<file path="config.mk">
export PLATFORM = sky130hd
export DESIGN_NAME = counter_up_down_param
export DESIGN_NICKNAME = d
export VERILOG_FILES = /design/src/rtl/counter_up_down_param.sv
export SDC_FILE = /design/constraint.sdc
export NUM_CORES = 1
export LEC_CHECK = 0
export ABC_AREA = 1
export BUFFER_PORTS_ARGS = -buffer_cell sky130_fd_sc_hd__buf_2
export CAP_MARGIN = 25
export CORE_UTILIZATION = 50
export CTS_CLUSTER_DIAMETER = 60
export DETAILED_ROUTE_END_ITERATION = 16
export PLACE_DENSITY = 0.78
export SLEW_MARGIN = 20
export SYNTH_ARGS = -nofsm -noshare
export SYNTH_HDL_FRONTEND = slang
export SYNTH_SLANG_ARGS = --single-unit
</file>
<file path="constraint.sdc">
create_clock -name clk -period 1.5 [get_ports clk]
set_clock_uncertainty 0.1 [all_clocks]
set_input_delay 0.15 -clock clk [delete_from_list [all_inputs] [get_ports clk]]
set_output_delay 0.15 -clock clk [all_outputs]
set_load 0.02 [all_outputs]
</file>
<file path="src/rtl/counter_up_down_param.sv">
// counter_up_down_param: prescaled up/down counter with run/stop, clear, load.
// In: clk, reset (async, low), enable, mode, clear, load, load_value. Out: count, tick, wrap, running.
`timescale 1ns/1ps
module counter_up_down_param #(
  parameter int CLK_FREQ_HZ = 100_000_000,
  parameter int TICK_HZ     = 10,
  parameter int MAX_COUNT   = 9999,
  parameter int WIDTH       = $clog2(MAX_COUNT + 1)
) (
  input  logic             clk,
  input  logic             reset,
  input  logic             enable,
  input  logic             mode,
  input  logic             clear,
  input  logic             load,
  input  logic [WIDTH-1:0] load_value,
  output logic [WIDTH-1:0] count,
  output logic             tick,
  output logic             wrap,
  output logic             running
);

  localparam int DIV = CLK_FREQ_HZ / TICK_HZ;
  localparam int DW  = (DIV > 1) ? $clog2(DIV) : 1;

  localparam logic [DW-1:0]    DIV_LAST = DW'(DIV - 1);
  localparam logic [WIDTH-1:0] MAX_VAL  = WIDTH'(MAX_COUNT);

  logic [DW-1:0]    div_cnt;
  logic [DW-1:0]    div_nxt;
  logic [WIDTH-1:0] count_nxt;
  logic [WIDTH-1:0] load_sat;
  logic             tick_nxt;
  logic             wrap_nxt;
  logic             step;

  // Out-of-range load values clamp to the terminal value.
  always_comb begin
    load_sat = load_value;
    if (load_value > MAX_VAL) begin
      load_sat = MAX_VAL;
    end
  end

  // A registered tick only counts if the counter is still enabled.
  assign step = tick & enable & ~clear & ~load;

  always_comb begin
    div_nxt  = div_cnt;
    tick_nxt = 1'b0;
    if (clear) begin
      div_nxt = '0;
    end else if (enable) begin
      if (div_cnt == DIV_LAST) begin
        div_nxt  = '0;
        tick_nxt = 1'b1;
      end else begin
        div_nxt = div_cnt + DW'(1);
      end
    end
  end

  always_comb begin
    count_nxt = count;
    wrap_nxt  = 1'b0;
    if (clear) begin
      count_nxt = '0;
    end else if (load) begin
      count_nxt = load_sat;
    end else if (step) begin
      if (!mode) begin
        if (count == MAX_VAL) begin
          count_nxt = '0;
          wrap_nxt  = 1'b1;
        end else begin
          count_nxt = count + WIDTH'(1);
        end
      end else begin
        if (count == '0) begin
          count_nxt = MAX_VAL;
          wrap_nxt  = 1'b1;
        end else begin
          count_nxt = count - WIDTH'(1);
        end
      end
    end
  end

  always_ff @(posedge clk or negedge reset) begin
    if (!reset) begin
      div_cnt <= '0;
      count   <= '0;
      tick    <= 1'b0;
      wrap    <= 1'b0;
      running <= 1'b0;
    end else begin
      div_cnt <= div_nxt;
      count   <= count_nxt;
      tick    <= tick_nxt;
      wrap    <= wrap_nxt;
      running <= enable;
    end
  end

endmodule

</file>
Word-level counts from Yosys, hierarchy flattened

Index checks and enable logic that the tools add are counted.

Bits in registers: 41
Latch bits: 0
Bits in writable memories: 0
ROM bits: 0
Input bits: 20
Output and inout bits: 17
Logic and storage cells: 38
Memories kept: 0

Add/sub/neg operators: 3
Multipliers: 0
Div/mod/pow operators: 0
Magnitude comparators: 1
Equal/unequal tests: 2
Shifts and indexed selects: 0
Muxes and demuxes: 19
Bitwise logic cells: 5
Reductions and logical operators: 3

Operators by type and width:

| cell                                                                  | number |
|---|---|
| 14-bit two-way mux                                                    | 7 |
| 24-bit two-way mux                                                    | 3 |
| 24-bit by 1-bit adder with 24-bit output (second input constant)      | 1 |
| 24-bit equality test (second input constant)                          | 1 |
| 14-bit by 1-bit adder with 14-bit output (second input constant)      | 1 |
| 14-bit equality test (second input constant)                          | 1 |
| 14-bit greater-than comparator (second input constant)                | 1 |
| 14-bit logical NOT                                                    | 1 |
| 14-bit by 1-bit subtractor with 14-bit output (second input constant) | 1 |
| 1-bit two-way mux                                                     | 9 |
| 1-bit AND                                                             | 3 |
| 3-bit nonzero test                                                    | 1 |
| 1-bit NOT                                                             | 2 |
| 2-bit nonzero test                                                    | 1 |

Longest topological paths before layout

Depth in word-level cells: 6
Depth in mapped cells: 12
Mapped depth without buffers: 11

Worst setup path before layout

Ideal clock, no wire load.

Path kind: reg2reg
Start: reg count[0]
End: reg count[6]
Arrival: 1,541 ps
Setup slack: -264 ps
Stages on the path, launching flop included: 10
Path buffers: 0
Period minus slack after synthesis: 1,764 ps
Path through: dfrtp_1 inv_1 ha_1 nand3_1 nor2_1 nand3_1 nand3_1 nand2_1 nand2_1 a21oi_1

Cells in the longest elaborated chain, start to end: 6

Ends and longest elaborated chain:

| what                                                                   | RTL line | RTL |
|---|---|---|
| from (decl)                                                            | 17       | `output logic [WIDTH-1:0] count,` |
| from (signal assigned)                                                 | 98       | `count <= count_nxt;` |
| 14-bit by 1-bit adder with 14-bit output, or another cell as far along | 76       | `count_nxt = count + WIDTH'(1);` |
| 14-bit two-way mux (on tied branches)                                  | 72, 79   |  |
| 14-bit two-way mux *                                                   | 71       | `if (!mode) begin` |
| 14-bit two-way mux *                                                   | 70       | `end else if (step) begin` |
| 14-bit two-way mux *                                                   | 68       | `end else if (load) begin` |
| 14-bit two-way mux *                                                   | 66       | `if (clear) begin` |

Every way passes the cells marked *; elsewhere a longest branch is shown, timed or not. The select of a mux whose other input is x is not followed.
A chain may end at the register's enable or synchronous reset.

Final worst setup path

Start: reg count[0]
End: reg count[3]

The elaborated chain is that of the path after synthesis.

==> flow_metrics.env <==
export IMPL_async_flop_share_pct=100
export IMPL_antenna_found_initial=0
export IMPL_tightest_slew_ns=0.476
export IMPL_vias=4441
export IMPL_final_cell_mix="139 x nand2_1, 113 x buf_4, 55 x nor2_1"
export IMPL_layout_area_seq_um2=1040
export IMPL_violations="hold timing, setup timing"
export IMPL_ant_nets=0
export IMPL_slew_viol_final=0
export IMPL_r2r_end="count[3]"
export IMPL_die_x_um=83.1
export IMPL_powerDensity_nw_per_um2=617
export IMPL_fmax_ghz=0.567
export IMPL_first_pass_iters=5
export IMPL_crit_buf_inv=1
export IMPL_avgSynthCellArea_um2=6.25
export IMPL_clockBufferDepth=2
export IMPL_worstPathMaxFanout=6
export IMPL_setup_viol=37
export IMPL_final_common_cell="nand2_1"
export IMPL_drt_iter0_markers=351
export IMPL_grt_use_met1_pct=39.7
export IMPL_cp_data_arrival_time_ns=1.87
export IMPL_drt_total_wl_um=12900
export IMPL_yosysSeqAreaShare_pct=31.2
export IMPL_cts_buffers=5
export IMPL_syn_inst=526
export IMPL_synth_area_um2=3290
export IMPL_timing_final_crit_share_pct=118
export IMPL_area_growth_pct=58.0
export IMPL_multi_input_area_um2=2520
export IMPL_overflow=0
export IMPL_path_common_cell="nand2_1"
export IMPL_grt_max_degree=16
export IMPL_ios=37
export IMPL_critPathMaxStageDelay_ns=0.46
export IMPL_synth_fp_nets=549
export IMPL_synth_distinct_cells=35
export IMPL_die_area_um2=6910
export IMPL_r2r_slack_ns=-0.26
export IMPL_cts_sinks=41
export IMPL_ctsHoldBuffers=1
export IMPL_cts_tree="yes"
export IMPL_synth_edf_count=0
export IMPL_period_needed_ns=1.76
export IMPL_fp_coreArea_um2=6350
export IMPL_insertion_delay_ns=0.30
export IMPL_worstSetupEndpointType="flip-flop"
export IMPL_hold_depth=1
export IMPL_crit_chain="inv_4, ha_4, nand3_4, nor2_4, a21oi_4, nand2_1, nand3_1, nand2_1, nand2_1, nand2_1"
export IMPL_critical_path_class="flip-flop to flip-flop"
export IMPL_p_leak_uw=0.00246
export IMPL_grt_pass1_vias=4250
export IMPL_rsz0062_at_grt="true"
export IMPL_maxSlewHeadroom_pct=68.3
export IMPL_hold_slack_ns=-0.0208
export IMPL_grt_pass1_wl_um=19300
export IMPL_cts_root_buf="clkbuf_8"
export IMPL_hold_class="primary input to flip-flop"
export IMPL_setup_slack_ns=-0.263
export IMPL_use_met2_pct=60.3
export IMPL_hold_start="enable"
export IMPL_irDropWorstVdd_v=0.000524
export IMPL_critPathSlowestCell="dfrtp_2"
export IMPL_timing_max_cap_violations=0
export IMPL_final_net_count=708
export IMPL_cts_htree_levels=2
export IMPL_power_uw=3210
export IMPL_post_route_util_pct=81.8
export IMPL_yosys_warnings=0
export IMPL_hold_end="running"
export IMPL_drive_above_1_share_pct=44.3
export IMPL_fp_dieH_um=83.1
export IMPL_row_count=29
export IMPL_num_antenna_cells=0
export IMPL_outcome="finished with violations"
export IMPL_portBuffers=36
export IMPL_fill_cells=411
export IMPL_drc_errors=0
export IMPL_hpwl_um=8510
export IMPL_track_usage_pct=34.5
export IMPL_top_usage_layer="met2"
export IMPL_ys_seq_elements=41
export IMPL_r2r_start="count[0]"
export IMPL_startpoint_type="flip-flop"
export IMPL_path_clk_slew_ns=0.08
export IMPL_use_met3_pct=4.97
export IMPL_tns_ns=-6.83
export IMPL_worst_endpoint_required_ns=1.60
export IMPL_start_util_pct=51.8
export IMPL_vias_per_cell=5.82
export IMPL_gp_congestion=1.03
export IMPL_synthFlopType="dfrtp_1"
export IMPL_hold_viol=1
export IMPL_routedWlPerCell_um=16.9
export IMPL_r2r_cells=10
export IMPL_crit_family="simple AND/OR/NAND/NOR gates"
synth_stat cells, types with 2 or more instances:
cell | count | share of area, %
xor2_1 | 9 | 2.4
o21ai_1 | 6 | 0.91
nor2_1 | 75 | 8.6
dfrtp_1 | 41 | 31
nor3_1 | 15 | 2.3
nor2_4 | 2 | 0.68
nor3b_1 | 6 | 1.4
buf_4 | 2 | 0.46
nand3_1 | 53 | 8.1
a21oi_1 | 21 | 3.2
nand3_2 | 3 | 0.91
o21ai_0 | 28 | 4.3
nand2_1 | 157 | 18
clkbuf_1 | 3 | 0.34
nand4_1 | 15 | 2.9
buf_2 | 8 | 1.2
ha_1 | 3 | 1.1
and3_1 | 3 | 0.57
or2_2 | 2 | 0.38
nor2_2 | 4 | 0.76
inv_1 | 47 | 5.4
nand2_2 | 5 | 0.95
inv_2 | 6 | 0.68
worst max-delay path by stage:
stage          depth (start not counted)  slack [ns]     endpoint        from
3_5_place_dp                          10       -0.23  div_cnt[17]  div_cnt[0]
6_report                              10       -0.26     count[3]    count[0]
5_1_grt                                9       -0.34   div_cnt[3]  div_cnt[1]
4_1_cts                                9       -0.20   div_cnt[2]  div_cnt[0]
3_3_place_gp                          10       -0.20  div_cnt[20]  div_cnt[0]
2_1_floorplan                         10       -0.14  div_cnt[10]  div_cnt[0]
per-layer routing:
layer	part of all wire, %	vias up
li1	-	2031
met1	37	2077
met2	52	255
met3	6.7	78
met4	4.6	0
met5	0	-
timing repair:
| item | in CTS | in global routing |
|---|---|---|
| endpoints found under the setup margin | 36 | 40 |
| hold endpoints to repair | 14 | 1 |
| buffers inserted | 9 | 18 |
| gates resized for setup | 47 | 86 |
| pin swaps | 22 | 45 |
power by group:
| part | internal, uW | switching (uW) |
|---|---|---|
| sequential | 1150 | 95.0 |
| clock | 323 | 405 |
| combinational | 535 | 693 |
registers in the layout, summed over array words and instances (netlist names):
register  cells
running       1
wrap          1
div_cnt      24
count        14
tick          1
worst register-to-register path, delay by kind of cell (launching register included):
family | cells | cell delay [ns]
adders and majority gates | 1 | 0.19
and+or+nand+nor | 7 | 0.53
DFF | 1 | 0.46
AOI/OAI and AO/OA | 1 | 0.31
buffers and inverters | 1 | 0.08
cell families (layout without fill, tap and decap cells):
family	Yosys count	after routing	synth area share, %
AO/OA/AOI/OAI	60	60	9.81
AND/OR/NAND/NOR	344	344	46.7
flip-flops	41	41	31.2
buffers and inverters	68	228	8.52
XOR/XNOR	10	10	2.66
adder cells (fa/ha/maj)	3	3	1.14
cell type report:
cell class	instances	area share, %
well taps	77	1.85
multi-input cells	417	48.5
inverters	54	4.09
repair buffers	166	24.0
clock inverters	2	0.193
flip-flops and latches	41	20.0
clock buffers	6	1.40
stage by stage:
step | instances | instance area (um2) | worst slack [ns]
6_report | 763 | 5200 | -0.263
5_1_grt | 763 | 5200 | -0.337
2_1_floorplan | 526 | 3440 | -0.140
3_5_place_dp | 730 | 4430 | -0.235
4_1_cts | 748 | 4780 | -0.196
3_3_place_gp | 730 | 4430 | -0.201
Power figures use the tool's default switching activity.
